$ cat src/rtl/cpu_run_controller_if.sv
// cpu_run_controller_if: host command and program-load byte stream handshakes
interface cpu_run_controller_if;
    logic       cmd_valid;
    logic       cmd_ready;
    logic [1:0] cmd;
    logic [7:0] cmd_data;
    logic       load_valid;
    logic       load_ready;
    logic [7:0] load_byte;
    logic       load_last;
    modport master (output cmd_valid, cmd, cmd_data, load_valid, load_byte, load_last,
                    input  cmd_ready, load_ready);
    modport slave  (input  cmd_valid, cmd, cmd_data, load_valid, load_byte, load_last,
                    output cmd_ready, load_ready);
endinterface

$ cat src/rtl/cpu_run_controller.sv
// cpu_run_controller: loads program memory and sequences CPU reset, run, step and halt
module cpu_run_controller #(
    parameter int          RESET_CYCLES = 2,
    parameter logic [15:0] MAX_CYCLES   = 16'hFFFF
) (
    input  logic                  clk,
    input  logic                  rst_n,
    cpu_run_controller_if.slave   host,
    output logic                  mem_we,
    output logic [7:0]            mem_waddr,
    output logic [15:0]           mem_wdata,
    output logic                  cpu_rst,
    output logic                  cpu_en,
    input  logic                  cpu_halt,
    input  logic [7:0]            cpu_pc,
    input  logic                  bp_en,
    input  logic [7:0]            bp_addr,
    output logic [2:0]            state,
    output logic [2:0]            halt_reason,
    output logic [15:0]           cycle_count,
    output logic                  load_overflow
);
    typedef enum logic [2:0] {IDLE, LOAD, RESET, RUN, STEP, HALTED} state_t;
    localparam logic [1:0] C_LOAD = 2'd0, C_RUN = 2'd1, C_STEP = 2'd2, C_STOP = 2'd3;
    state_t      st;
    logic [15:0] rcnt;
    logic [7:0]  ptr, lo;
    logic        odd, resumed;
    logic        cmd_acc, load_acc, bp_hit, stop_cmd, wd, stop;
    assign state           = st;
    assign host.cmd_ready  = st == IDLE || st == HALTED || st == RUN;
    assign host.load_ready = st == LOAD;
    assign cpu_rst         = st == IDLE || st == LOAD || st == RESET;
    assign cmd_acc         = host.cmd_valid & host.cmd_ready;
    assign load_acc        = host.load_valid & host.load_ready;
    // The first cycle after a resume ignores the breakpoint so the CPU can step off it
    assign bp_hit          = bp_en && cpu_pc == bp_addr && !resumed;
    assign stop_cmd        = cmd_acc && host.cmd == C_STOP;
    assign wd              = cycle_count == MAX_CYCLES;
    assign stop            = cpu_halt | bp_hit | stop_cmd | wd;
    assign cpu_en          = (st == RUN && !stop) || st == STEP;
    always_ff @(posedge clk or negedge rst_n) begin
        if (!rst_n) begin
            st            <= IDLE;
            mem_we        <= 1'b0;
            mem_waddr     <= '0;
            mem_wdata     <= '0;
            halt_reason   <= '0;
            cycle_count   <= '0;
            load_overflow <= 1'b0;
            rcnt          <= '0;
            ptr           <= '0;
            lo            <= '0;
            odd           <= 1'b0;
            resumed       <= 1'b0;
        end else begin
            mem_we <= 1'b0;
            if (cpu_en && !wd) cycle_count <= cycle_count + 16'd1;
            case (st)
                IDLE, HALTED: if (cmd_acc) begin
                    if (host.cmd == C_LOAD) begin
                        st            <= LOAD;
                        ptr           <= host.cmd_data;
                        load_overflow <= 1'b0;
                        odd           <= 1'b0;
                    end else if (host.cmd == C_RUN && (st == IDLE || !host.cmd_data[0])) begin
                        st          <= RESET;
                        rcnt        <= '0;
                        cycle_count <= '0;
                        halt_reason <= '0;
                    end else if (host.cmd == C_RUN) begin
                        st          <= RUN;
                        halt_reason <= '0;
                        resumed     <= 1'b1;
                    end else if (host.cmd == C_STEP && st == HALTED && !cpu_halt) begin
                        st <= STEP;
                    end
                end
                LOAD: if (load_acc) begin
                    if (odd || host.load_last) begin
                        mem_we    <= 1'b1;
                        mem_waddr <= ptr;
                        mem_wdata <= odd ? {host.load_byte, lo} : {8'h00, host.load_byte};
                        ptr       <= ptr + 8'd1;
                        if (ptr == 8'hFF) load_overflow <= 1'b1;
                    end else begin
                        lo <= host.load_byte;
                    end
                    odd <= !odd;
                    if (host.load_last) st <= IDLE;
                end
                RESET: if (rcnt == 16'(RESET_CYCLES - 1)) st <= RUN; else rcnt <= rcnt + 16'd1;
                RUN: begin
                    resumed <= 1'b0;
                    if (stop) begin
                        st          <= HALTED;
                        halt_reason <= cpu_halt ? 3'd1 : bp_hit ? 3'd2 : stop_cmd ? 3'd3 : 3'd4;
                    end
                end
                STEP: begin
                    st          <= HALTED;
                    halt_reason <= 3'd5;
                end
                default: st <= IDLE;
            endcase
        end
    end
endmodule

$ cat src/flat_wrapper.sv
// flat-port wrapper written by rule: the top's interface ports become plain ports
module cpu_run_controller_flat 
#(
    parameter int          RESET_CYCLES = 2,
    parameter logic [15:0] MAX_CYCLES   = 16'hFFFF
)
  (clk, rst_n, mem_we, mem_waddr, mem_wdata, cpu_rst, cpu_en, cpu_halt, cpu_pc, bp_en, bp_addr, state, halt_reason, cycle_count, load_overflow, host_cmd_valid, host_cmd, host_cmd_data, host_load_valid, host_load_byte, host_load_last, host_cmd_ready, host_load_ready);
  cpu_run_controller_if host_i ();
  input  logic clk;
  input  logic rst_n;
  output logic mem_we;
  output logic [7:0] mem_waddr;
  output logic [15:0] mem_wdata;
  output logic cpu_rst;
  output logic cpu_en;
  input  logic cpu_halt;
  input  logic [7:0] cpu_pc;
  input  logic bp_en;
  input  logic [7:0] bp_addr;
  output logic [2:0] state;
  output logic [2:0] halt_reason;
  output logic [15:0] cycle_count;
  output logic load_overflow;
  input wire logic [$bits(host_i.cmd_valid)-1:0] host_cmd_valid;
  input wire logic [$bits(host_i.cmd)-1:0] host_cmd;
  input wire logic [$bits(host_i.cmd_data)-1:0] host_cmd_data;
  input wire logic [$bits(host_i.load_valid)-1:0] host_load_valid;
  input wire logic [$bits(host_i.load_byte)-1:0] host_load_byte;
  input wire logic [$bits(host_i.load_last)-1:0] host_load_last;
  output wire logic [$bits(host_i.cmd_ready)-1:0] host_cmd_ready;
  output wire logic [$bits(host_i.load_ready)-1:0] host_load_ready;
  assign host_i.cmd_valid = host_cmd_valid;
  assign host_i.cmd = host_cmd;
  assign host_i.cmd_data = host_cmd_data;
  assign host_i.load_valid = host_load_valid;
  assign host_i.load_byte = host_load_byte;
  assign host_i.load_last = host_load_last;
  assign host_cmd_ready = host_i.cmd_ready;
  assign host_load_ready = host_i.load_ready;
  cpu_run_controller #(.RESET_CYCLES(RESET_CYCLES), .MAX_CYCLES(MAX_CYCLES)) u_core (.clk(clk), .rst_n(rst_n), .host(host_i), .mem_we(mem_we), .mem_waddr(mem_waddr), .mem_wdata(mem_wdata), .cpu_rst(cpu_rst), .cpu_en(cpu_en), .cpu_halt(cpu_halt), .cpu_pc(cpu_pc), .bp_en(bp_en), .bp_addr(bp_addr), .state(state), .halt_reason(halt_reason), .cycle_count(cycle_count), .load_overflow(load_overflow));
endmodule
$ cat config.mk
export PLATFORM = sky130hd
export DESIGN_NAME = cpu_run_controller_flat
export DESIGN_NICKNAME = d
export VERILOG_FILES = /design/src/rtl/cpu_run_controller_if.sv /design/src/rtl/cpu_run_controller.sv /design/src/flat_wrapper.sv
export SDC_FILE = /design/constraint.sdc
export NUM_CORES = 1
export LEC_CHECK = 0
export ABC_AREA = 1
export ABC_CLOCK_PERIOD_IN_PS = 2500
export CAP_MARGIN = 0
export CORE_MARGIN = 2
export CORE_UTILIZATION = 60
export DETAILED_ROUTE_END_ITERATION = 10
export DONT_BUFFER_PORTS = 1
export HOLD_SLACK_MARGIN = 0.1
export PLACE_DENSITY = 0.76
export SYNTH_ARGS = -nofsm -noshare
export SYNTH_HDL_FRONTEND = slang
export SYNTH_SLANG_ARGS = --single-unit
$ cat constraint.sdc
create_clock -name clk -period 2.5 [get_ports clk]
set_clock_uncertainty 0.15 [all_clocks]
set_input_delay 0.25 -clock clk [delete_from_list [all_inputs] [get_ports clk]]
set_output_delay 0.25 -clock clk [all_outputs]
set_load 0.005 [all_outputs]
==> flow_summary_export.csv, run 1 <==
group,metric,value,unit
run_status,status,"complete, no violations",
critical_path,critPathCaptureType,"primary output",
synth,synthesis.area,4820,µm²
routing,via_per_inst,5.52,
placed_design,pre_cts_ws,0.310,ns
cells_and_area,area_delta_synth_final,11.2,%
routing,dr.pass1.iters,5,
floorplanning,dieHeight,93.7,µm
cts,cts_buffers,9,
synth,syn_inst,602,
routing,first_iter_violations,240,
global_route,antenna_found_initial,0,
floorplanning,fp.coreArea,7770,µm²
critical_path,critical_path_arrival,1.92,ns
synth,yosys.area_share.simple,30.8,%
floorplanning,dieArea,8770,µm²
cts,cts.sinks,82,
synth,synth_top_family_by_area,"simple AND/OR/NAND/NOR gates",
synth,synthAdderAreaFrac,1.04,%
critical_path,crit_slowest_cell,"dfrtp_1",
routing,finalWirelength,10100,µm
routing,ant_nets,0,
cts,htreeDepth,3,
synth,async_flop_share,100,%
synth,synth.area.top_cells,"dfrtp_1 43%, nand2_1 11%, inv_1 5.2%",
placed_design,dp_hpwl,7030,µm
cells_and_area,nets,677,
routing,drc,0,
global_route,grt_pass1_vias,3969,
critical_path,critical_path_class,"reg -> out",
synth,synth_edf_count,0,
sta,timing.fmax,430,MHz
cts,path_clk_slew,0.09,ns
synth,synth_top_cells_by_count,"147 x nand2_1, 82 x dfrtp_1, 67 x inv_1, 55 x nor2_1, 31 x nand3_1",
cts,cts_buffer_depth,2,
critical_path,path_max_fanout,8,
critical_path,slowest_delay,0.42,ns
global_route,grt_overflow,0,
placed_design,place_congestion,0.967,
sta,fin_crit_sh,92.9,%
cells_and_area,n_antenna_cell,0,
synth,synth_warnings,0,
critical_path,start_kind,"register",
sta,fin_ws,0.177,ns
synth,yosysMostFrequentCell,"nand2_1",
routing,wl_per_cell,13.7,µm
sta,period_minus_slack,2.32,ns
global_route,grt_usage,24.6,%
pwr,p_leak,2.53,nW
synth,yosysTopAreaCell,"dfrtp_1",
sta,finalSetupViolations,0,
floorplanning,die_x,93.7,µm
cts,insertion_delay,0.35,ns
synth,muxShareOfSynthArea,0,%
floorplanning,num_rows,32,
global_route,grt_max_degree,83,
critical_path,reg2reg_setup_slack,0.30,ns
global_route,grt_pass1_wl,17800,µm
synth,synth_flop_cell,"dfrtp_1",
floorplanning,io_pins,93,
cts,cts_tree,"yes",
critical_path,cp.required,2.10,ns
synth,synth_nets,647,
placed_design,portBuffers,0,
synth,syn_avg_cell_area,8.01,µm²
synth,synthDistinctLibCells,45,
sta,tns,0,ns
flow_run,drv_cap,0,
sta,max_slew.worst_pin.slew,0.647,ns
floorplanning,start_util,62.1,%
routing,via_count,4076,
cells_and_area,n_fill_cell,622,
sta,relSlewSlack,56.5,%
synth,synth.yosys.seq_area_share,42.6,%
synth,synth_xor_area_share,3.27,%
critical_path,crit_chain,"ha_1 > nand2_1 > nor3b_4 > nand4_4 > nand4_2 > nand2_2",
cts,clock-root-buffer,"clkbuf_8",
pwr,vdd_ir_drop_max,0.418,mV
min_path,min_path_type,"in -> reg",
synth,synth_seq_cells,82,
cells_and_area,layout-drive-gt1-share,13.7,%
sta,rsz0062_at_grt,"no",
synth,synth-compound-area-share,13.3,%
sta,final-max-slew-violation-count,0,
sta,hold_violations,0,
synth,synth_top_area_share,42.6,%
pwr,pwr_density_cell,1040,nW/µm²
-- through the flow --
stage                     util, %  power, mW  hold slack (ns)  instances  area (µm²)
after floorplan                 -       4.13           -0.196        602        4820
after global placement       62.8       4.40           -0.194        696        4870
after detailed placement     62.8       4.49           -0.194        696        4870
after CTS                    68.7       5.58            0.102        735        5330
after global routing         69.1       6.07            0.142        739        5360
final                        69.1       5.57            0.132        739        5360
-- report_power, final --
group	switching [mW]	total (mW)	internal, mW
registers	0.499	2.33	1.83
logic	1.42	2.23	0.812
clock network	0.512	1.01	0.502
total	2.43	5.57	3.14
-- layer usage --
layer / global-route usage (%) / up-vias / routed length (µm)
met5: 0 / - / 0
met4: 6.52 / 0 / 114
met3: 5.30 / 12 / 634
met2: 42.3 / 123 / 4940
met1: 31.6 / 1923 / 4400
li1: - / 2018 / -
-- worst max-delay path: cells and delay by family, from the launching register on --
kind	cells	cell delay, ns
simple gates	5	0.92
flops	1	0.42
fa+ha+maj	1	0.24
-- repair_timing --
item,4_1_cts,5_1_grt
hold endpoints to repair,119,0
endpoints found under the setup margin,0,1
resized for setup,0,1
hold buffers,23,0
setup buffers,0,4
-- cell families after synthesis --
group,count (synthesis)
buffers and inverters,95
and+or+nand+nor,300
AOI/OAI and AO/OA,103
DFF,82
xor gates and xnor gates,18
adders and majority gates,4
-- worst paths after layout --
path | start | endpoint | cells after the start
max reg2reg | u_core.cycle_count[1] | u_core.cycle_count[0] | 9
max | u_core.cycle_count[1] | cpu_en | 6
min | host_cmd_valid | u_core.resumed | 4
min in group asynchronous | rst_n | u_core.mem_waddr[5] | 2
min reg2reg | u_core.lo[7] | u_core.lo[7] | 2
max in group asynchronous | rst_n | u_core.cycle_count[0] | 2
-- layout by cell type (no fill, tap or decap), types with 3 or more instances in the layout --
cell / count
nand2_4: 4
nand3b_1: 8
o211ai_1: 4
nand2_1: 147
dlygate4sd3_1: 22
o21ai_1: 30
inv_1: 67
a21oi_2: 9
inv_6: 3
xnor2_1: 4
a31oi_1: 9
nand2_2: 13
nor3_1: 14
clkbuf_8: 10
nand4_1: 7
a21oi_1: 14
ha_1: 4
dfrtp_1: 81
nor2_8: 4
xor2_1: 14
o31ai_1: 11
nand3_1: 31
nor4_1: 3
o21ai_0: 17
buf_4: 12
inv_2: 8
nor2_1: 55
-- area by class of cell --
type | instances | area, µm² | share of cell area [%]
Clock inverter | 6 | 72.6 | 1.35
Multi-Input combinational cell | 425 | 2330 | 43.5
Timing Repair Buffer | 35 | 338 | 6.30
Inverter | 79 | 302 | 5.62
Tap cell | 102 | 128 | 2.38
Sequential cell | 82 | 2050 | 38.3
Clock buffer | 10 | 138 | 2.57
-- flip-flops by register name, indices dropped and copies added (netlist names) --
signal                flops
u_core.ptr                8
u_core.state              3
u_core.lo                 8
u_core.halt_reason        3
u_core.load_overflow      1
u_core.odd                1
u_core.resumed            1
u_core.cycle_count       16
u_core.mem_wdata         16
u_core.mem_waddr          8
u_core.mem_we             1
u_core.rcnt              16
(Power assumes the default switching activity.)
==> inputs of run 2 (changes only) <==
--- a/config.mk
+++ b/config.mk
@@ -10,6 +10,7 @@
 export CAP_MARGIN = 0
 export CORE_MARGIN = 2
 export CORE_UTILIZATION = 60
+export CTS_BUF_LIST = sky130_fd_sc_hd__clkbuf_8 sky130_fd_sc_hd__clkbuf_16
 export DETAILED_ROUTE_END_ITERATION = 10
 export DONT_BUFFER_PORTS = 1
 export HOLD_SLACK_MARGIN = 0.1
==> results of run 2 <==
Same layout as run 1: the final DEF is identical, and so are final timing and power.
==> inputs of run 3 (changes only) <==
--- a/config.mk
+++ b/config.mk
@@ -9,12 +9,11 @@
 export ABC_CLOCK_PERIOD_IN_PS = 2500
 export CAP_MARGIN = 0
 export CORE_MARGIN = 2
-export CORE_UTILIZATION = 60
+export CORE_UTILIZATION = 53
 export CTS_BUF_LIST = sky130_fd_sc_hd__clkbuf_8 sky130_fd_sc_hd__clkbuf_16
 export DETAILED_ROUTE_END_ITERATION = 10
-export DONT_BUFFER_PORTS = 1
 export HOLD_SLACK_MARGIN = 0.1
-export PLACE_DENSITY = 0.76
+export PLACE_DENSITY = 0.81
 export SYNTH_ARGS = -nofsm -noshare
 export SYNTH_HDL_FRONTEND = slang
 export SYNTH_SLANG_ARGS = --single-unit
==> constraint.sdc (replaced) <==
create_clock -name clk -period 2.5 [get_ports clk]
set_clock_uncertainty 0.15 [all_clocks]
set_input_delay 0.375 -clock clk [delete_from_list [all_inputs] [get_ports clk]]
set_output_delay 0.375 -clock clk [all_outputs]
set_load 0.005 [all_outputs]
==> run 3 against run 2 <==
Combinational power increased by 48%. Utilization increased by 2.2 points. Sequential cell count unchanged. Sequential share of layout area down 5.4 points. Clock-buffer cell count decreased by 1. Clock power is 6% lower. Maximum frequency fell by 2.0%. Global-route usage rose by 0.095 points. Total power grew 16%. Critical path type unchanged. Sequential power shrank 5%. Critical path depth down 2. Worst hold slack improved by 0.20 ns.
==> flow_summary_export.csv, run 3 (synthesis gave the netlist of run 1 again) <==
group,metric,value,unit
sta,tns,0,ns
routing,first_iter_violations,181,
cts,insertion_delay,0.36,ns
placed_design,dp_hpwl,8630,µm
floorplanning,dieHeight,99.4,µm
cts,clock-root-buffer,"clkbuf_8",
sta,period_minus_slack,2.37,ns
cells_and_area,n_fill_cell,708,
cells_and_area,layout-drive-gt1-share,15.2,%
critical_path,setup.worst_path.start,"u_core.state[2]",
sta,max_slew.worst_pin.slew,0.646,ns
floorplanning,start_util,55.0,%
routing,wl_per_cell,14.1,µm
routing,wl_met3,561,µm
cts,cts.sinks,82,
sta,finalSetupViolations,0,
cts,cts_buffer_depth,2,
sta,relSlewSlack,56.6,%
floorplanning,num_rows,34,
cells_and_area,reg_top3,"u_core.cycle_count (16), u_core.mem_wdata (16), u_core.rcnt (16)",
pwr,p_leak,2.89,nW
cells_and_area,nets,768,
routing,ant_nets,0,
cells_and_area,layout_common_cells,"146 x nand2_1, 90 x clkdlybuf4s50_1, 80 x dfrtp_1",
placed_design,pre_cts_ws,0.00256,ns
floorplanning,io_pins,93,
global_route,antenna_found_initial,0,
cells_and_area,final_common_cell,"nand2_1",
cts,cts_buffers,9,
global_route,grt_max_degree,52,
placed_design,place_congestion,0.970,
routing,dr.pass1.iters,5,
floorplanning,fp.coreArea,8760,µm²
critical_path,critical_path_arrival,1.85,ns
cells_and_area,area_delta_synth_final,29.4,%
run_status,status,"complete, no violations",
critical_path,start_kind,"register",
cells_and_area,n_antenna_cell,0,
cts,path_clk_slew,0.09,ns
flow_run,drv_cap,0,
min_path,min_path_type,"in -> async",
routing,drc,0,
routing,via_count,4470,
critical_path,r2r-start,"u_core.state[2]",
routing,met1_length,4890,µm
cts,htreeDepth,3,
routing,routed.top_layer,"met4",
global_route,grt_pass1_vias,4435,
routing,finalWirelength,11800,µm
critical_path,critPathCaptureType,"primary output",
routing,wl_met2,6160,µm
routing,via_per_inst,5.35,
pwr,vdd_ir_drop_max,0.574,mV
floorplanning,die_x,99.4,µm
floorplanning,dieArea,9880,µm²
global_route,grt_usage,24.7,%
placed_design,portBuffers,92,
global_route,grt_overflow,0,
sta,rsz0062_at_grt,"no",
sta,fin_ws,0.129,ns
cts,cts_tree,"yes",
sta,fin_crit_sh,94.8,%
sta,timing.fmax,422,MHz
critical_path,critical_path_class,"reg -> out",
sta,hold_violations,0,
global_route,grt_pass1_wl,20100,µm
sta,final-max-slew-violation-count,0,
critical_path,path_max_fanout,5,
pwr,pwr_density_cell,1030,nW/µm²
critical_path,cp.required,1.98,ns
==> run 3: cell types whose count changed in the layout (fill, tap and decap cells not counted), moves of 3 or more <==
cell and change:
buf_12 +3, clkdlybuf4s50_1 +90, buf_4 +19, inv_8 +3, dlygate4sd3_1 -21
==> run 3: cell type report <==
class,count,area (µm²),share of cell area [%]
inverter,79,302,4.83
sequential,82,2050,32.9
tap,108,135,2.16
multi-input combinational,425,2350,37.6
clock buffer,9,124,1.98
clock inverter,7,66.3,1.06
timing repair buffer,126,1210,19.4
==> run 3: repair_timing <==
action / in CTS / in global routing
hold buffers: 1 / 0
buffers inserted: 6 / 9
pin swaps: 3 / 1
resized for setup: 6 / 0
endpoints found under the hold margin: 31 / 0
setup endpoints to repair: 1 / 1
==> run 3: per-layer routing <==
layer	vias up	global-route usage (%)
met1	2128	31.1
met4	0	7.59
met5	-	0
li1	2201	-
met2	124	43.8
met3	17	3.94
==> run 3: worst max-delay path: stages (launching register included) <==
cell and delay [ns]:
dfrtp_2 0.46, buf_4 0.16, buf_4 0.17, a21oi_1 0.17
clkdlybuf4s50_1 0.54
==> run 3: path summary, 6_finish.rpt <==
path / cells after the start / slack (ns) / endpoint
min in group clk: 2 / 0.34 / u_core.halt_reason[2]
max in group asynchronous: 3 / 1.23 / u_core.rcnt[3]
setup reg to reg: 12 / 0.28 / u_core.ptr[4]
hold reg to reg: 2 / 0.34 / u_core.halt_reason[2]
setup / recovery: 4 / 0.13 / cpu_rst
hold / removal: 2 / 0.34 / u_core.mem_waddr[2]
==> run 3: stage by stage <==
| stage | cell area, µm² | hold slack (ns) | total power [mW] | utilization [%] | instances |
|---|---|---|---|---|---|
| finish | 6240 | 0.337 | 6.46 | 71.2 | 836 |
| global placement | 5910 | 0.180 | 5.18 | 67.5 | 804 |
| floorplan | 4820 | -0.0706 | 4.13 | - | 602 |
| CTS | 6170 | 0.340 | 6.36 | 70.5 | 827 |
| global route | 6240 | 0.366 | 6.95 | 71.2 | 836 |
| detailed placement | 5910 | 0.185 | 5.31 | 67.5 | 804 |
==> run 3: where the power goes <==
| part | internal (mW) | switching (mW) | leakage, nW |
|---|---|---|---|
| Clock | 0.389 | 0.561 | 0.0922 |
| Combinational | 1.55 | 1.74 | 1.75 |
| Sequential | 1.83 | 0.389 | 1.05 |
| Total | 3.77 | 2.69 | 2.89 |
